[src/rtl/jmb_scanline_pkg.sv]
// Shared definitions for the scanline output packer: FSM encoding, lane geometry
// and the line-stride helper.
package jmb_scanline_pkg;

    typedef enum logic [1:0] {
        IDLE  = 2'd0,
        RUN   = 2'd1,
        FLUSH = 2'd2,
        DONE  = 2'd3
    } state_t;

    localparam int unsigned LANES  = 4;
    localparam int unsigned PIX_W  = 8;
    localparam int unsigned WORD_W = LANES * PIX_W;

    // Line pitch in bytes: width rounded up to a whole word.
    function automatic logic [31:0] line_stride(input logic [31:0] w);
        return (w + 32'd3) & ~32'd3;
    endfunction

endpackage

[src/rtl/jmb_scanline_addr_gen.sv]
// Incremental word-address generator: tracks the current line base and the
// current word address, so no multiplier is needed for y*stride.
module jmb_scanline_addr_gen (
    input  logic        clock,
    input  logic        reset,
    input  logic        start,
    input  logic [31:0] base,
    input  logic [31:0] stride,
    input  logic        advance_word,
    input  logic        advance_line,
    output logic [31:0] addr
);

    logic [31:0] line_base_q;
    logic [31:0] addr_q;
    logic [31:0] next_line;

    assign next_line = line_base_q + stride;
    assign addr      = addr_q;

    always_ff @(posedge clock or posedge reset) begin
        if (reset) begin
            line_base_q <= 32'd0;
            addr_q      <= 32'd0;
        end else if (start) begin
            line_base_q <= {base[31:2], 2'b00};
            addr_q      <= {base[31:2], 2'b00};
        end else if (advance_line) begin
            line_base_q <= next_line;
            addr_q      <= next_line;
        end else if (advance_word) begin
            addr_q      <= addr_q + 32'd4;
        end
    end

endmodule

[src/rtl/jmb_scanline_output_packer.sv]
// Packs 8-bit scanline pixels into 32-bit memory words with byte enables.
// Optional macro JMB_OUTPACK_BORDER_ZERO_EN stores non-filtered pixels as zero.
module jmb_scanline_output_packer
    import jmb_scanline_pkg::*;
(
    input  logic        clock,
    input  logic        reset,
    input  logic [7:0]  pixel_in,
    input  logic        pixel_wr,
    input  logic        pixel_filter,
    input  logic [31:0] width,
    input  logic [31:0] height,
    input  logic [31:0] base_addr,
    input  logic        start,
    input  logic        mem_ready,
    output logic        mem_wr,
    output logic [31:0] mem_addr,
    output logic [31:0] mem_data,
    output logic [3:0]  mem_be,
    output logic        stall,
    output logic        busy,
    output logic        frame_done,
    output logic        overrun
);

    state_t              state_q, state_d;
    logic [31:0]         width_q, height_q;
    logic [31:0]         x_q, y_q;
    logic [WORD_W-1:0]   pack_data_q;
    logic [LANES-1:0]    pack_be_q;
    logic [WORD_W-1:0]   merged_data;
    logic [LANES-1:0]    merged_be;
    logic [PIX_W-1:0]    pixel_val;
    logic [1:0]          lane;
    logic                last_x, last_y, would_complete;
    logic                accept, complete, start_ok, dims_ok;
    logic [31:0]         cur_addr;

    assign lane           = x_q[1:0];
    assign last_x         = (x_q == width_q - 32'd1);
    assign last_y         = (y_q == height_q - 32'd1);
    assign would_complete = (lane == 2'd3) | last_x;
    assign stall          = mem_wr & ~mem_ready & would_complete;
    assign accept         = pixel_wr & ~stall & (state_q == RUN);
    assign complete       = accept & would_complete;
    assign start_ok       = start & (state_q == IDLE);
    assign dims_ok        = (width != 32'd0) && (height != 32'd0);
    assign busy           = (state_q == RUN) || (state_q == FLUSH);
    assign frame_done     = (state_q == DONE);

`ifdef JMB_OUTPACK_BORDER_ZERO_EN
    assign pixel_val = pixel_filter ? pixel_in : 8'h00;
`else
    assign pixel_val = pixel_in;
    logic unused_filter;
    assign unused_filter = pixel_filter;
`endif

    always_comb begin
        merged_data = pack_data_q;
        merged_be   = pack_be_q;
        for (int k = 0; k < LANES; k++) begin
            if (lane == 2'(k)) begin
                merged_data[k*PIX_W +: PIX_W] = pixel_val;
                merged_be[k]                  = 1'b1;
            end
        end
    end

    always_comb begin
        state_d = state_q;
        unique case (state_q)
            IDLE:    if (start) state_d = dims_ok ? RUN : DONE;
            RUN:     if (accept && last_x && last_y) state_d = FLUSH;
            FLUSH:   if (!mem_wr || mem_ready) state_d = DONE;
            DONE:    state_d = IDLE;
            default: state_d = IDLE;
        endcase
    end

    always_ff @(posedge clock or posedge reset) begin
        if (reset) begin
            state_q     <= IDLE;
            width_q     <= 32'd0;
            height_q    <= 32'd0;
            x_q         <= 32'd0;
            y_q         <= 32'd0;
            pack_data_q <= '0;
            pack_be_q   <= '0;
            overrun     <= 1'b0;
            mem_wr      <= 1'b0;
            mem_addr    <= 32'd0;
            mem_data    <= 32'd0;
            mem_be      <= 4'd0;
        end else begin
            state_q <= state_d;

            if (start_ok) begin
                width_q     <= width;
                height_q    <= height;
                x_q         <= 32'd0;
                y_q         <= 32'd0;
                pack_data_q <= '0;
                pack_be_q   <= '0;
            end else if (accept) begin
                if (last_x) begin
                    x_q <= 32'd0;
                    y_q <= y_q + 32'd1;
                end else begin
                    x_q <= x_q + 32'd1;
                end
                pack_data_q <= complete ? '0 : merged_data;
                pack_be_q   <= complete ? '0 : merged_be;
            end

            if (start_ok) begin
                overrun <= 1'b0;
            end else if (pixel_wr && stall) begin
                overrun <= 1'b1;
            end

            // Stall guarantees the output slot is free or draining when a word completes.
            if (complete) begin
                mem_wr   <= 1'b1;
                mem_addr <= cur_addr;
                mem_data <= merged_data;
                mem_be   <= merged_be;
            end else if (mem_ready) begin
                mem_wr   <= 1'b0;
            end
        end
    end

    jmb_scanline_addr_gen u_addr_gen (
        .clock        (clock),
        .reset        (reset),
        .start        (start_ok),
        .base         (base_addr),
        .stride       (line_stride(width_q)),
        .advance_word (complete & ~last_x),
        .advance_line (complete & last_x),
        .addr         (cur_addr)
    );

endmodule
[config.mk]
export PLATFORM = sky130hd
export DESIGN_NAME = jmb_scanline_output_packer
export DESIGN_NICKNAME = d
export VERILOG_FILES = /design/src/rtl/jmb_scanline_pkg.sv /design/src/rtl/jmb_scanline_addr_gen.sv /design/src/rtl/jmb_scanline_output_packer.sv
export SDC_FILE = /design/constraint.sdc
export NUM_CORES = 1
export LEC_CHECK = 0
export CAP_MARGIN = 40
export CORE_MARGIN = 2
export CORE_UTILIZATION = 30
export CTS_CLUSTER_DIAMETER = 200
export CTS_CLUSTER_SIZE = 24
export DETAILED_ROUTE_END_ITERATION = 8
export PLACE_DENSITY = 0.5
export SYNTH_ARGS = -nofsm -noshare
export SYNTH_HDL_FRONTEND = slang
export SYNTH_SLANG_ARGS = --single-unit
[constraint.sdc]
create_clock -name clock -period 24.3 [get_ports clock]
set_input_delay 2.43 -clock clock [delete_from_list [all_inputs] [get_ports clock]]
set_output_delay 2.43 -clock clock [all_outputs]
set_load 0.02 [all_outputs]
==> flow_summary.toml <==
[detailed_routing]
vias_per_cell = 5.45
wl_um = 59900
ant_nets = 0
drt_iter0_drc = 1037
vias = 16351
wl_per_cell_um = 20.0
first_pass_iters = 6
drc = 0

[global_routing]
grt_pass1_wl_um = 93800
grt-ovfl-total = 0
track_usage = 0.184
grt_max_degree = 88
antenna_found_initial = 3
grt_pass1_vias = 15957

[timing]
slew_violations = 0
max-slew-margin-rel = 0.382
hold_viol_final = 0
timing.final.crit_share = 0.289
max_freq_ghz = 0.143
tightest_slew_ns = 0.904
setup_viol = 0
setup_tns_ns = 0
timing.final.crit_period_ns = 7.02
rsz0062_at_grt = "no"
finClkSkew_ns = 0.0323

[floorplanning]
die_width_um = 253
coreArea_um2 = 61500
io_pins = 183
rows = 91
initial_core_util = 0.302
dieArea_um2 = 64000
die_y_um = 253

[synth]
synth_area_leader_cell = "dfrtp_1"
synth-edff-count = 0
synth_flop_cell = "dfrtp_1"
ys_seq_area_frac = 0.398
synth_area_leaders = "dfrtp_1 40%, nand2_1 7.6%, xnor2_1 4.0%"
netlist_top_cells_count = "375 x nand2_1, 296 x dfrtp_1, 137 x nor2_1"
synth_most_common_cell = "nand2_1"
synth_top_area_frac = 0.398
syn_nets = 2271
syn_area_um2 = 18600
syn_inst = 2118
yosys_warnings = 0
synth.distinct_cells = 91
async_reset_ff_frac = 1.00
synth_seq_cells = 296
avgSynthCellArea_um2 = 8.78

[clocking]
cts_setup_buffers = 0
cts_htree_levels = 1
clkTransAtPathRegs_ns = 0.11
cts_hold_buf = 0
cts_sinks = 296
clock_path_buffers = 3
cts_root_buf = "clkbuf_16"
ctsResizeCount = 0
clock_latency_ns = 0.54
cts_buffers = 16
tritoncts = "done"

[setup_path]
crit_path_end_kind = "output pin"
slowest_stage = "or4_1"
worst-path-max-fanout = 10
critical-path-top-delay-family = "simple AND/OR/NAND/NOR gates"
cp_cell_sequence = "or4_1, nor4_4, and2_1, a21oi_1, nor4_2, buf_4, nand4_1, nor2_1, o21a_1, clkdlybuf4s50_1"
max_stage_delay_ns = 0.75
worstSetupPathType = "reg -> out"
crit_buf_inv = 2
arrival_ns = 4.59
cp.required_ns = 21.87
startpoint_type = "flip-flop"

[power]
power.density_nw_per_um2 = 57.7
peakVddDrop_v = 0.0000306
leakage_nw = 9.77
total_power_mw = 1.25

[cells_and_area]
areaGrowthSynthToFinish_pct = 16.1
multi_input_area_um2 = 10500
fin_nets = 2364
n_antenna_cell = 0
layout-drive-gt1-share = 0.0588
fillers = 6269
register_area_um2 = 7410

[hold_path]
hold_path_class = "reg -> reg"

[place]
gp_congestion = 0.873
dp_hpwl_um = 43900
io_buffers = 179

[run]
maxCapViolations = 0

[status]
outcome = "finished clean"
[logic make-up after synthesis]
group	Yosys count	share of synthesized area
fa+ha+maj	43	0.0293
flops	296	0.398
simple gates	944	0.253
xor+xnor	149	0.0710
compound gates	463	0.176
mux	56	0.0330
buf+inv	167	0.0387
[final timing paths]
check	to	cells after the start	slack (ns)	from
worst max register to register	x_q[20]	11	19.41	width_q[3]
worst min register to register	pack_data_q[9]	1	0.48	pack_data_q[9]
worst min-delay path	pack_data_q[9]	1	0.48	pack_data_q[9]
max in group asynchronous	y_q[18]	4	20.67	reset
worst max-delay path	stall	10	17.28	width_q[3]
min in group asynchronous	mem_addr[8]	2	2.39	reset
[metrics by stage]
stage	std cells	hold slack [ns]	area [um2]	setup slack, ns	utilization
after floorplan	2118	0.447	18600	13.69	-
after global placement	2974	0.457	21000	17.74	0.341
after detailed placement	2982	0.465	21100	17.72	0.344
after CTS	3000	0.488	21600	17.30	0.351
after global routing	3001	0.503	21600	17.08	0.351
final	3001	0.484	21600	17.28	0.351
[layout by cell type, fill, tap and decap left out, types with 53 or more instances in the layout]
cell type,n
nand2_1,374
xor2_1,64
nor3_1,71
xnor2_1,84
nor2_1,136
a21oi_1,100
clkdlybuf4s50_1,179
dfrtp_1,296
nand3_1,68
o21ai_0,53
and3_1,60
[layer usage]
layer / routed length, um / global-route usage / up-vias
li1: - / - / 7853
met1: 28500 / 0.259 / 8074
met2: 27200 / 0.298 / 352
met3: 2950 / 0.0274 / 66
met4: 1240 / 0.0431 / 6
met5: 34 / 0 / -
[state kept, by name, indices dropped and copies added (netlist names)]
name                    count
mem_data                   32
u_addr_gen.line_base_q     30
overrun                     1
height_q                   32
pack_data_q                32
state_q                     2
x_q                        32
mem_wr                      1
width_q                    32
pack_be_q                   4
mem_be                      4
y_q                        32
mem_addr                   31
u_addr_gen.addr            31
[report_power, final]
group / total, mW / switching, mW / internal (mW)
logic: 0.346 / 0.193 / 0.154
clock network: 0.303 / 0.176 / 0.128
registers: 0.595 / 0.0462 / 0.549
[layout make-up]
class / count / area share
sequential: 296 / 0.343
inverter: 33 / 0.00608
clock buffer: 17 / 0.0197
clock inverter: 1 / 0.000753
multi-input combinational: 1655 / 0.486
timing repair buffer: 209 / 0.0986
tap: 790 / 0.0458
Power figures use the tool's default switching activity.
